===== config.mk =====
export PLATFORM = sky130hd
export DESIGN_NAME = bird_motion_ctrl_flat
export DESIGN_NICKNAME = d
export VERILOG_FILES = /design/src/rtl/bird_motion_ctrl_if.sv /design/src/rtl/bird_motion_ctrl.sv /design/src/flat_wrapper.sv
export SDC_FILE = /design/constraint.sdc
export NUM_CORES = 1
export LEC_CHECK = 0
export CAP_MARGIN = 10
export CORE_MARGIN = 5
export CORE_UTILIZATION = 30
export DETAILED_ROUTE_END_ITERATION = 8
export GPL_TIMING_DRIVEN = 0
export SLEW_MARGIN = 20
export SYNTH_ARGS = -nofsm -noshare
export SYNTH_HDL_FRONTEND = slang
export SYNTH_SLANG_ARGS = --single-unit

===== constraint.sdc =====
create_clock -name clk -period 9.4 [get_ports clk]
set_input_delay 1.88 -clock clk [delete_from_list [all_inputs] [get_ports clk]]
set_output_delay 1.88 -clock clk [all_outputs]
set_load 0.1 [all_outputs]

===== src/rtl/bird_motion_ctrl_if.sv =====
// ---------------------------------------------------------------------------
// bird_motion_ctrl_if
//   Bundles the signals between the game logic (key/collision side and
//   renderer) and the bird motion controller.
//
//   Parameters
//     Y_W  width of bird_y
//     V_W  width of the signed velocity bird_vy
//
//   Signals
//     start       game logic -> ctrl   level start/restart request
//     flap        game logic -> ctrl   raw flap key level
//     touched     game logic -> ctrl   pipe collision level
//     bird_y      ctrl -> game logic   current bird row (0 = top)
//     bird_vy     ctrl -> game logic   signed velocity, rows/frame
//     state       ctrl -> game logic   00 READY, 01 RUN, 10 DYING, 11 OVER
//     frame_tick  ctrl -> game logic   one-cycle frame pulse
//     game_over   ctrl -> game logic   high in OVER
//
//   Modports
//     master  the game logic side (drives requests, observes the bird)
//     slave   the motion controller
// ---------------------------------------------------------------------------
interface bird_motion_ctrl_if #(
    parameter int Y_W = 8,
    parameter int V_W = 6
);
    logic                  start;
    logic                  flap;
    logic                  touched;
    logic [Y_W-1:0]        bird_y;
    logic signed [V_W-1:0] bird_vy;
    logic [1:0]            state;
    logic                  frame_tick;
    logic                  game_over;

    modport master (
        output start, flap, touched,
        input  bird_y, bird_vy, state, frame_tick, game_over
    );

    modport slave (
        input  start, flap, touched,
        output bird_y, bird_vy, state, frame_tick, game_over
    );
endinterface


===== src/rtl/bird_motion_ctrl.sv =====
// ---------------------------------------------------------------------------
// bird_motion_ctrl
//   Game-phase FSM plus vertical bird physics (gravity, flap impulse,
//   terminal velocity) advanced once per frame tick.
//
//   Ports
//     clk      clock
//     resetn   synchronous active-low reset
//     ctrl_if  bird_motion_ctrl_if.slave: start/flap/touched in,
//              bird_y/bird_vy/state/frame_tick/game_over out
//
//   Optional feature macro: CEIL_DEATH_EN
//     defined   : hitting the ceiling while running kills the bird (DYING)
//     undefined : the bird is clamped at row 0 and keeps running
// ---------------------------------------------------------------------------
module bird_motion_ctrl #(
    parameter int Y_W      = 8,
    parameter int V_W      = 6,
    parameter int Y_START  = 60,
    parameter int Y_MAX    = 119,
    parameter int GRAVITY  = 1,
    parameter int FLAP_V   = 6,
    parameter int V_MAX    = 8,
    parameter int TICK_DIV = 833333
) (
    input  logic              clk,
    input  logic              resetn,
    bird_motion_ctrl_if.slave ctrl_if
);

    typedef enum logic [1:0] {
        ST_READY = 2'b00,
        ST_RUN   = 2'b01,
        ST_DYING = 2'b10,
        ST_OVER  = 2'b11
    } state_e;

    localparam int CNT_W = (TICK_DIV > 2) ? $clog2(TICK_DIV) : 1;
    localparam int S_W   = Y_W + 2;

    localparam logic [CNT_W-1:0]      CNT_LAST = CNT_W'(TICK_DIV - 1);
    localparam logic [Y_W-1:0]        Y_INIT   = Y_W'(Y_START);
    localparam logic [Y_W-1:0]        Y_FLOOR  = Y_W'(Y_MAX);
    localparam logic signed [S_W-1:0] Y_FLOOR_S = S_W'(Y_MAX);
    localparam logic signed [V_W-1:0] VY_FLAP  = V_W'(-FLAP_V);
    localparam logic signed [V_W:0]   VMAX_EXT = (V_W + 1)'(V_MAX);
    localparam logic signed [V_W-1:0] VMAX_V   = V_W'(V_MAX);

    state_e                state_q, state_d;
    logic [Y_W-1:0]        y_q, y_d;
    logic signed [V_W-1:0] vy_q, vy_d;
    logic [CNT_W-1:0]      cnt_q, cnt_d;
    logic                  pend_q, pend_d;
    logic                  flap_dly_q;
    logic                  tick_q;
    logic                  game_over_q;

    logic                  flap_edge_s;
    logic signed [V_W:0]   vy_grav_s;
    logic signed [V_W-1:0] vy_sat_s;
    logic signed [V_W-1:0] vy_n_s;
    logic signed [S_W-1:0] sum_s;

    // Physics datapath: candidate velocity and position for this frame.
    always_comb begin
        flap_edge_s = ctrl_if.flap & ~flap_dly_q;
        // One extra bit so vy+GRAVITY cannot wrap before saturation.
        vy_grav_s   = {vy_q[V_W-1], vy_q} + (V_W + 1)'(GRAVITY);
        if (vy_grav_s > VMAX_EXT) begin
            vy_sat_s = VMAX_V;
        end else begin
            vy_sat_s = vy_grav_s[V_W-1:0];
        end
        // A flap edge arriving on the tick cycle still counts for this frame.
        if ((state_q == ST_RUN) && (pend_q || flap_edge_s)) begin
            vy_n_s = VY_FLAP;
        end else begin
            vy_n_s = vy_sat_s;
        end
        sum_s = $signed({2'b00, y_q}) + $signed({{(S_W - V_W){vy_n_s[V_W-1]}}, vy_n_s});
    end

    // Next-state logic: divider, game phase, flap latch and bird motion.
    always_comb begin
        state_d = state_q;
        y_d     = y_q;
        vy_d    = vy_q;
        pend_d  = pend_q;
        if (cnt_q == CNT_LAST) begin
            cnt_d = '0;
        end else begin
            cnt_d = cnt_q + CNT_W'(1);
        end

        case (state_q)
            ST_READY: begin
                y_d  = Y_INIT;
                vy_d = '0;
                if (ctrl_if.start || flap_edge_s) begin
                    state_d = ST_RUN;
                    pend_d  = 1'b1;
                end else begin
                    pend_d  = 1'b0;
                end
            end
            ST_RUN: begin
                if (ctrl_if.touched) begin
                    // Collision wins over any flap or ceiling event this cycle.
                    state_d = ST_DYING;
                    pend_d  = 1'b0;
                end else if (tick_q) begin
                    pend_d = 1'b0;
                    if (sum_s >= Y_FLOOR_S) begin
                        y_d     = Y_FLOOR;
                        vy_d    = '0;
                        state_d = ST_OVER;
                    end else if (sum_s[S_W-1]) begin
                        y_d  = '0;
                        vy_d = '0;
`ifdef CEIL_DEATH_EN
                        state_d = ST_DYING;
`else
                        state_d = ST_RUN;
`endif
                    end else begin
                        y_d  = sum_s[Y_W-1:0];
                        vy_d = vy_n_s;
                    end
                end else if (flap_edge_s) begin
                    pend_d = 1'b1;
                end else begin
                    pend_d = pend_q;
                end
            end
            ST_DYING: begin
                pend_d = 1'b0;
                if (tick_q) begin
                    vy_d = vy_n_s;
                    if (sum_s >= Y_FLOOR_S) begin
                        y_d     = Y_FLOOR;
                        vy_d    = '0;
                        state_d = ST_OVER;
                    end else if (sum_s[S_W-1]) begin
                        y_d = '0;
                    end else begin
                        y_d = sum_s[Y_W-1:0];
                    end
                end else begin
                    vy_d = vy_q;
                end
            end
            ST_OVER: begin
                pend_d = 1'b0;
                if (ctrl_if.start) begin
                    state_d = ST_READY;
                    y_d     = Y_INIT;
                    vy_d    = '0;
                end else begin
                    state_d = ST_OVER;
                end
            end
            default: begin
                state_d = ST_READY;
                y_d     = Y_INIT;
                vy_d    = '0;
                pend_d  = 1'b0;
            end
        endcase
    end

    // State and output registers with synchronous active-low reset.
    always_ff @(posedge clk) begin
        if (!resetn) begin
            state_q     <= ST_READY;
            y_q         <= Y_INIT;
            vy_q        <= '0;
            cnt_q       <= '0;
            pend_q      <= 1'b0;
            flap_dly_q  <= 1'b0;
            tick_q      <= 1'b0;
            game_over_q <= 1'b0;
        end else begin
            state_q     <= state_d;
            y_q         <= y_d;
            vy_q        <= vy_d;
            cnt_q       <= cnt_d;
            pend_q      <= pend_d;
            flap_dly_q  <= ctrl_if.flap;
            // Registered decode: high exactly while the divider sits at its last count.
            tick_q      <= (cnt_d == CNT_LAST);
            game_over_q <= (state_d == ST_OVER);
        end
    end

    assign ctrl_if.bird_y     = y_q;
    assign ctrl_if.bird_vy    = vy_q;
    assign ctrl_if.state      = state_q;
    assign ctrl_if.frame_tick = tick_q;
    assign ctrl_if.game_over  = game_over_q;

endmodule


===== src/flat_wrapper.sv =====
// flat-port wrapper written by rule: the top's interface ports become plain ports
module bird_motion_ctrl_flat 
#(
    parameter int Y_W      = 8,
    parameter int V_W      = 6,
    parameter int Y_START  = 60,
    parameter int Y_MAX    = 119,
    parameter int GRAVITY  = 1,
    parameter int FLAP_V   = 6,
    parameter int V_MAX    = 8,
    parameter int TICK_DIV = 833333
)
  (clk, resetn, ctrl_if_start, ctrl_if_flap, ctrl_if_touched, ctrl_if_bird_y, ctrl_if_bird_vy, ctrl_if_state, ctrl_if_frame_tick, ctrl_if_game_over);
  bird_motion_ctrl_if #(.Y_W(Y_W), .V_W(V_W)) ctrl_if_i ();
  input  logic clk;
  input  logic resetn;
  input wire logic [$bits(ctrl_if_i.start)-1:0] ctrl_if_start;
  input wire logic [$bits(ctrl_if_i.flap)-1:0] ctrl_if_flap;
  input wire logic [$bits(ctrl_if_i.touched)-1:0] ctrl_if_touched;
  output wire logic [$bits(ctrl_if_i.bird_y)-1:0] ctrl_if_bird_y;
  output wire logic [$bits(ctrl_if_i.bird_vy)-1:0] ctrl_if_bird_vy;
  output wire logic [$bits(ctrl_if_i.state)-1:0] ctrl_if_state;
  output wire logic [$bits(ctrl_if_i.frame_tick)-1:0] ctrl_if_frame_tick;
  output wire logic [$bits(ctrl_if_i.game_over)-1:0] ctrl_if_game_over;
  assign ctrl_if_i.start = ctrl_if_start;
  assign ctrl_if_i.flap = ctrl_if_flap;
  assign ctrl_if_i.touched = ctrl_if_touched;
  assign ctrl_if_bird_y = ctrl_if_i.bird_y;
  assign ctrl_if_bird_vy = ctrl_if_i.bird_vy;
  assign ctrl_if_state = ctrl_if_i.state;
  assign ctrl_if_frame_tick = ctrl_if_i.frame_tick;
  assign ctrl_if_game_over = ctrl_if_i.game_over;
  bird_motion_ctrl #(.Y_W(Y_W), .V_W(V_W), .Y_START(Y_START), .Y_MAX(Y_MAX), .GRAVITY(GRAVITY), .FLAP_V(FLAP_V), .V_MAX(V_MAX), .TICK_DIV(TICK_DIV)) u_core (.clk(clk), .resetn(resetn), .ctrl_if(ctrl_if_i));
endmodule

==> Word-level counts from Yosys, hierarchy flattened <==
Cells that the tools add are included.
{ "classes": {"n_lt_le_gt_ge": 2, "eq_ne": 11, "n_reduce_logical": 7, "addsub": 3, "bitwise": 2, "mux": 31} }
{ "op_table": {"columns": ["cell", "count"], "rows": [
  ["$mux W6", 9],
  ["$eq A20 B20 Y1 const B", 2],
  ["$mux W8", 5],
  ["$pmux W8 S4", 1],
  ["$pmux W6 S4", 1],
  ["$add A20 B1 Y20 const B", 1],
  ["$mux W20", 1],
  ["$mux W2", 8],
  ["$add A9 B6 Y10", 1],
  ["$ge A10 B8 Y1 const B", 1],
  ["$pmux W2 S4", 1],
  ["$add A6 B2 Y7 const B", 1],
  ["$gt A7 B5 Y1 const B", 1],
  ["$eq A2 B2 Y1 const B", 3],
  ["$mux W1", 4],
  ["$ne A2 B1 Y1 const B", 2],
  ["$ne A2 B2 Y1 const B", 2],
  ["$ne A4 B2 Y1 const B", 1],
  ["$reduce_and A4 Y1", 1],
  ["$pmux W1 S3", 1],
  ["$eq A2 B1 Y1 const B", 1],
  ["$logic_not A2 Y1", 1],
  ["$logic_or A1 B1 Y1", 2],
  ["$reduce_and A2 Y1", 1],
  ["4 further kinds", 4]
]} }
{ "totals": {"reg_bits": 40, "word_cells": 64, "out_inout_bits": 18, "in_bits": 5} }

==> Depth between registers and ports, before layout <==
Gate-level depths: netlist of the first run.
{ "logic_depth": {"ltp_word": 12, "ltp_mapped": 21, "depth_no_buf": 21} }

==> Worst setup path before layout of the first run <==
OpenSTA, ideal clock, no wires.
{ "synth_path": {"path_type": "input -> register", "from": "input ctrl_if_flap", "to": "register u_core.game_over_q (netlist: u_core.ctrl_if.game_over)", "path_stages": 14, "arrival_time_ns": 4.654, "setup_ns": 0.086, "path_slack_ns": 4.660, "cell_sequence": "nor2b_1 -> o21ai_1 -> nand2_1 -> nor2_1 -> ha_1 -> fa_1 -> a211oi_1 -> o21ai_0 -> or3_1 -> o2111a_1 -> a211oi_1 -> a31o_2 -> o21ai_0 -> a211oi_1"} }
{ "synth_between": {"elab_chain_cells": 11, "elab_cells_between_ends": 16, "cone_classes": "1 x add/sub; 1 x order compare; 1 x eq/ne; 9 x mux; 1 x bitwise; 3 x reduce/logical"} }
{ "synth_lines": {"columns": ["item", "line", "rtl"], "rows": [
  ["start: declaration", "flat_wrapper.sv:18", "input wire logic [$bits(ctrl_if_i.flap)-1:0] ctrl_if_flap;"],
  ["$and A1 B1 Y1 (*)", "bird_motion_ctrl.sv:66", "flap_edge_s = ctrl_if.flap & ~flap_dly_q;"],
  ["$logic_or A1 B1 Y1", "bird_motion_ctrl.sv:75", "if ((state_q == ST_RUN) && (pend_q || flap_edge_s)) begin"],
  ["$logic_and A1 B1 Y1", "bird_motion_ctrl.sv:75", null],
  ["$mux W6", "bird_motion_ctrl.sv:75", null],
  ["$add A9 B6 Y10", "bird_motion_ctrl.sv:80", "sum_s = $signed({2'b00, y_q}) + $signed({{(S_W - V_W){vy_n_s[V_W-1]}}, vy_n_s});"],
  ["$ge A10 B8 Y1 / $mux W2 (equally long branches)", "bird_motion_ctrl.sv:113, bird_motion_ctrl.sv:139, bird_motion_ctrl.sv:117", null],
  ["$mux W2", "bird_motion_ctrl.sv:113", "if (sum_s >= Y_FLOOR_S) begin"],
  ["$mux W2", "bird_motion_ctrl.sv:111", "end else if (tick_q) begin"],
  ["$mux W2", "bird_motion_ctrl.sv:107", "if (ctrl_if.touched) begin"],
  ["$pmux W2 S4 (*)", "bird_motion_ctrl.sv:95", "case (state_q)"],
  ["$eq A2 B2 Y1 (*)", "bird_motion_ctrl.sv:191", "game_over_q <= (state_d == ST_OVER);"],
  ["end signal: assignment", "bird_motion_ctrl.sv:191", null],
  ["end: declaration", "bird_motion_ctrl.sv:56", "logic game_over_q;"]
]} }
Every way passes the cells marked *; elsewhere a longest branch is shown, timed or not.
A chain may end at the register's enable or synchronous reset.

==> Worst setup path in the final report of the first run <==
{ "layout_path": {"from": "input ctrl_if_flap", "to": "register u_core.vy_q[2] (netlist: u_core.ctrl_if.bird_vy[2])"} }
{ "layout_between": {"elab_chain_cells": 10, "elab_cells_between_ends": 13, "cone_classes": "1 x add/sub; 1 x order compare; 8 x mux; 1 x bitwise; 2 x reduce/logical"} }
{ "layout_lines": {"columns": ["item", "line", "rtl"], "rows": [
  ["$and A1 B1 Y1 (*)", "bird_motion_ctrl.sv:66", null],
  ["$logic_or A1 B1 Y1 (*)", "bird_motion_ctrl.sv:75", null],
  ["$logic_and A1 B1 Y1 (*)", "bird_motion_ctrl.sv:75", null],
  ["$mux W6 (*)", "bird_motion_ctrl.sv:75", null],
  ["$add A9 B6 Y10", "bird_motion_ctrl.sv:80", null],
  ["$ge A10 B8 Y1 / $mux W6 (equally long branches)", "bird_motion_ctrl.sv:113, bird_motion_ctrl.sv:139, bird_motion_ctrl.sv:117", null],
  ["$mux W6", "bird_motion_ctrl.sv:113", null],
  ["$mux W6", "bird_motion_ctrl.sv:111", null],
  ["$mux W6", "bird_motion_ctrl.sv:107", null],
  ["$pmux W6 S4 (*)", "bird_motion_ctrl.sv:95", null],
  ["end signal: assignment", "bird_motion_ctrl.sv:185", "vy_q <= vy_d;"],
  ["end: declaration", "bird_motion_ctrl.sv:51", "logic signed [V_W-1:0] vy_q, vy_d;"]
]} }
Every way passes the cells marked *; elsewhere a longest branch is shown, timed or not. The select of a mux whose other input is x is not followed.

==> impl_metrics.json, run 1 <==
{
  "clock_sinks": 40,
  "path_cells": "clkdlybuf4s50_1, nor2b_1, o21ai_1, nand2_1, a21oi_1, ha_1, and3_1, a22oi_1, a21oi_1, o21ai_0, nand2b_1, ha_1, inv_1, a41oi_1, nand2_1, a2111oi_0, a21o_1",
  "vias_per_cell": 5.181,
  "swShare": 0.4683,
  "synth_edf_count": 0,
  "std_cell_rows": 33,
  "syn-cell-area_mm2": 0.002589,
  "ys_seq_area_frac": 0.3093,
  "antenna_found_initial": 0,
  "syn-num-nets": 349,
  "path_class": "in -> reg",
  "dpl.hpwl_um": 4590,
  "insertion_delay_ns": 0.30,
  "cp.required_ns": 9.64,
  "drcViolationCount": 0,
  "synth_cells": 324,
  "regArea_um2": 800.8,
  "critPathTopFamily": "compound AO/OA/AOI/OAI gates",
  "seqPwrFrac": 0.234,
  "start_util": 0.3119,
  "multiInputGateArea_mm2": 0.001699,
  "avgSynthCellArea_um2": 7.990,
  "hold_path_class": "reg -> reg",
  "grt_pass1_vias": 2282,
  "p_leak_nw": 1.205,
  "tns_ns": 0,
  "port_buffers": 22,
  "wl_per_cell_um": 13.44,
  "synthArstFlopShare": 0,
  "p_int_uw": 477.0,
  "core_region_area_mm2": 0.008299,
  "cts_tree": "yes",
  "gp_congestion": 0.8996,
  "cts-resized-gates": 0,
  "clockRootBuffer": "clkbuf_8",
  "yosysUniqueCellTypes": 55,
  "synth.area.mux_share": 0,
  "skew_ns": 0.004186,
  "fmax_mhz": 181.4,
  "cts_setup_buffers": 0,
  "power_frac_clock": 0.223,
  "grt_usage": 0.1233,
  "max_stage_delay_ns": 0.42,
  "grt_pass1_wl_um": 10520,
  "drtPass1Iterations": 4,
  "clock_path_buffers": 2,
  "worst_setup_path_end_kind": "flop",
  "nets": 378,
  "status": "completed",
  "clk_pin_slew_ns": 0.09,
  "cts_hold_buf": 0,
  "ant_nets": 0,
  "overflow": 0,
  "crit_path_top_delay_cell": "clkdlybuf4s50_1",
  "post-route-period-util": 0.5863,
  "worstMarginPinSlew_ns": 0.9792,
  "layout_commonest_cell": "nor2_1",
  "ios": 23,
  "drive_gt1_frac": 0.04520,
  "power_density_mw_per_mm2": 289.5,
  "finalSetupViolCount": 0,
  "drv_slew": 0,
  "syn_to_final_growth_pct": 19.72,
  "worst_setup_path_start_kind": "input pin",
  "synth_warnings": 0,
  "synth_compound_area_frac": 0.1924,
  "cts_buffers": 5,
  "relSlewSlack": 0.3451,
  "die_h_um": 102.9,
  "cap_viol_max_count": 0,
  "rsz0062_at_grt": "false",
  "synth-seq-cells": 40,
  "vias": 2378,
  "synthFlopType": "dfxtp_1",
  "synth_xor_area_frac": 0.09135,
  "n_fill_cell": 824,
  "hold_violations": 0,
  "synthAdderAreaFrac": 0.09957,
  "min_period_ns": 5.512,
  "grt_max_degree": 14,
  "most-common-layout-cells": "nor2_1, dfxtp_1, nand2_1",
  "crit_buf_inv": 2,
  "drt_wl_total_um": 6171,
  "worst_ep_arrival_time_ns": 5.75,
  "synthSimpleGateAreaFrac": 0.2731,
  "p_comb_frac": 0.543,
  "antennaDiodeCount": 0,
  "die_w_um": 102.9,
  "ir_drop_mv": 0.09654,
  "synth_top_family_by_area": "simple AND/OR/NAND/NOR gates",
  "fin_util": 0.3734,
  "dieArea_mm2": 0.01059,
  "power.total_uw": 897.1,
  "p_switching_uw": 420.1,
  "cts_max_level": 2,
  "drt_iter0_drc": 125,
  "cp_max_fo": 7
}
[layout make-up]
cell class                      instances  share of cell area
Multi-Input combinational cell        263              0.5482
Sequential cell                        40              0.2584
Timing Repair Buffer                   22             0.07105
Tap cell                              105             0.04239
Clock inverter                          3             0.02907
Clock buffer                            5             0.02220
Inverter                               13             0.01615
Buffer                                  8             0.01252
[cell families (layout without fill, tap and decap cells)]
family          Yosys count  in the layout
compound gates           75             75
xor+xnor                 27             27
fa+ha+maj                20             20
buf+inv                  21             51
flops                    40             40
simple gates            141            141
[power groups by stage]
stage / Sequential, mW / Clock (mW) / Combinational [mW]
after floorplan: 0.329 / 0 / 0.256
after global placement: 0.213 / 0 / 0.475
after detailed placement: 0.215 / 0 / 0.479
after CTS: 0.211 / 0.205 / 0.483
after global routing: 0.214 / 0.213 / 0.533
final: 0.210 / 0.200 / 0.487
[cells in the mapped netlist (3+ instances only)]
master | number | area (um^2)
nor2_1 | 46 | 172.7
dfxtp_1 | 40 | 800.8
nand2_1 | 34 | 127.6
o21ai_0 | 23 | 115.1
ha_1 | 19 | 237.7
nand3_1 | 14 | 70.07
xnor2_1 | 14 | 122.6
a21oi_1 | 13 | 65.06
xor2_1 | 13 | 113.9
inv_1 | 12 | 45.04
nand2b_1 | 9 | 56.30
and3_1 | 7 | 43.79
clkbuf_1 | 6 | 22.52
nor2b_1 | 6 | 37.54
a211oi_1 | 4 | 30.03
and2_1 | 4 | 25.02
a21o_1 | 3 | 22.52
a22o_1 | 3 | 26.28
nor3_1 | 3 | 15.01
nor4b_1 | 3 | 26.28
[flip-flops by register name, indices dropped and copies added, names as in the netlist]
name and count:
u_core.ctrl_if.game_over 1, u_core.ctrl_if.bird_vy 6, u_core.pend_q 1, u_core.ctrl_if.frame_tick 1
u_core.ctrl_if.state 2, u_core.flap_dly_q 1, u_core.cnt_q 20, u_core.ctrl_if.bird_y 8
[worst paths after layout]
kind	from	end	slack, ns	depth (start not counted)
setup / recovery	ctrl_if_flap	u_core.ctrl_if.bird_vy[2]$_SDFFE_PN0P_	3.89	17
hold / removal	u_core.cnt_q[0]$_SDFF_PN0_	u_core.cnt_q[0]$_SDFF_PN0_	0.48	1
hold reg to reg	u_core.cnt_q[0]$_SDFF_PN0_	u_core.cnt_q[0]$_SDFF_PN0_	0.48	1
setup reg to reg	u_core.ctrl_if.bird_vy[1]$_SDFFE_PN0P_	u_core.ctrl_if.game_over$_SDFF_PN0_	4.87	17
[stage by stage]
step	hold slack, ns	cell area [um^2]	setup slack (ns)	std cells
2_1_floorplan	0.4371	2589	4.660	324
3_3_place_gp	0.4644	2940	3.662	451
3_5_place_dp	0.4645	2940	3.615	451
4_1_cts	0.4868	3099	3.927	459
5_1_grt	0.5241	3099	3.512	459
6_report	0.4801	3099	3.888	459
[routing by layer]
metal  vias up  wire length [um]  global-route usage
met5         -                 0                   0
met2        50              2819              0.1959
met3        10               282             0.02639
met1      1116              2971              0.1646
met4         0                98             0.04482
li1       1202                 -                   -
[worst reg2reg max path, delay by kind of cell (launching register included)]
kind | cells | cell delay [ns]
fa+ha+maj | 3 | 0.96
compound gates | 9 | 2.16
flops | 1 | 0.54
simple gates | 5 | 0.81
No activity file was read; power rests on OpenSTA's default activity.
==> inputs of run 2 (changes only) <==
==> constraint.sdc (replaced) <==
create_clock -name clk -period 5.39 [get_ports clk]
set_input_delay 1.078 -clock clk [delete_from_list [all_inputs] [get_ports clk]]
set_output_delay 1.078 -clock clk [all_outputs]
set_load 0.1 [all_outputs]
==> results of run 2 <==
Same layout as run 1 (identical final DEF). Status: completed.
Among the figures that moved: setup slack after placement 3.615 ns -> 0.4069 ns; setup slack after layout 3.888 ns -> 0.6805 ns; register-to-register setup slack 4.87 ns -> 0.86 ns; total power 0.8971 mW -> 1.565 mW; worst IR drop on VDD 0.09654 mV -> 0.1684 mV
==> inputs of run 3 (changes only) <==
==> constraint.sdc (replaced) <==
create_clock -name clk -period 5.35 [get_ports clk]
set_input_delay 1.07 -clock clk [delete_from_list [all_inputs] [get_ports clk]]
set_output_delay 1.07 -clock clk [all_outputs]
set_load 0.1 [all_outputs]
==> results of run 3 <==
Same layout as run 1 (identical final DEF). Status: completed.
Among the figures that moved: setup slack after placement 3.615 ns -> 0.3749 ns; setup slack after layout 3.888 ns -> 0.6485 ns; register-to-register setup slack 4.87 ns -> 0.82 ns; total power 0.8971 mW -> 1.576 mW; worst IR drop on VDD 0.09654 mV -> 0.1696 mV
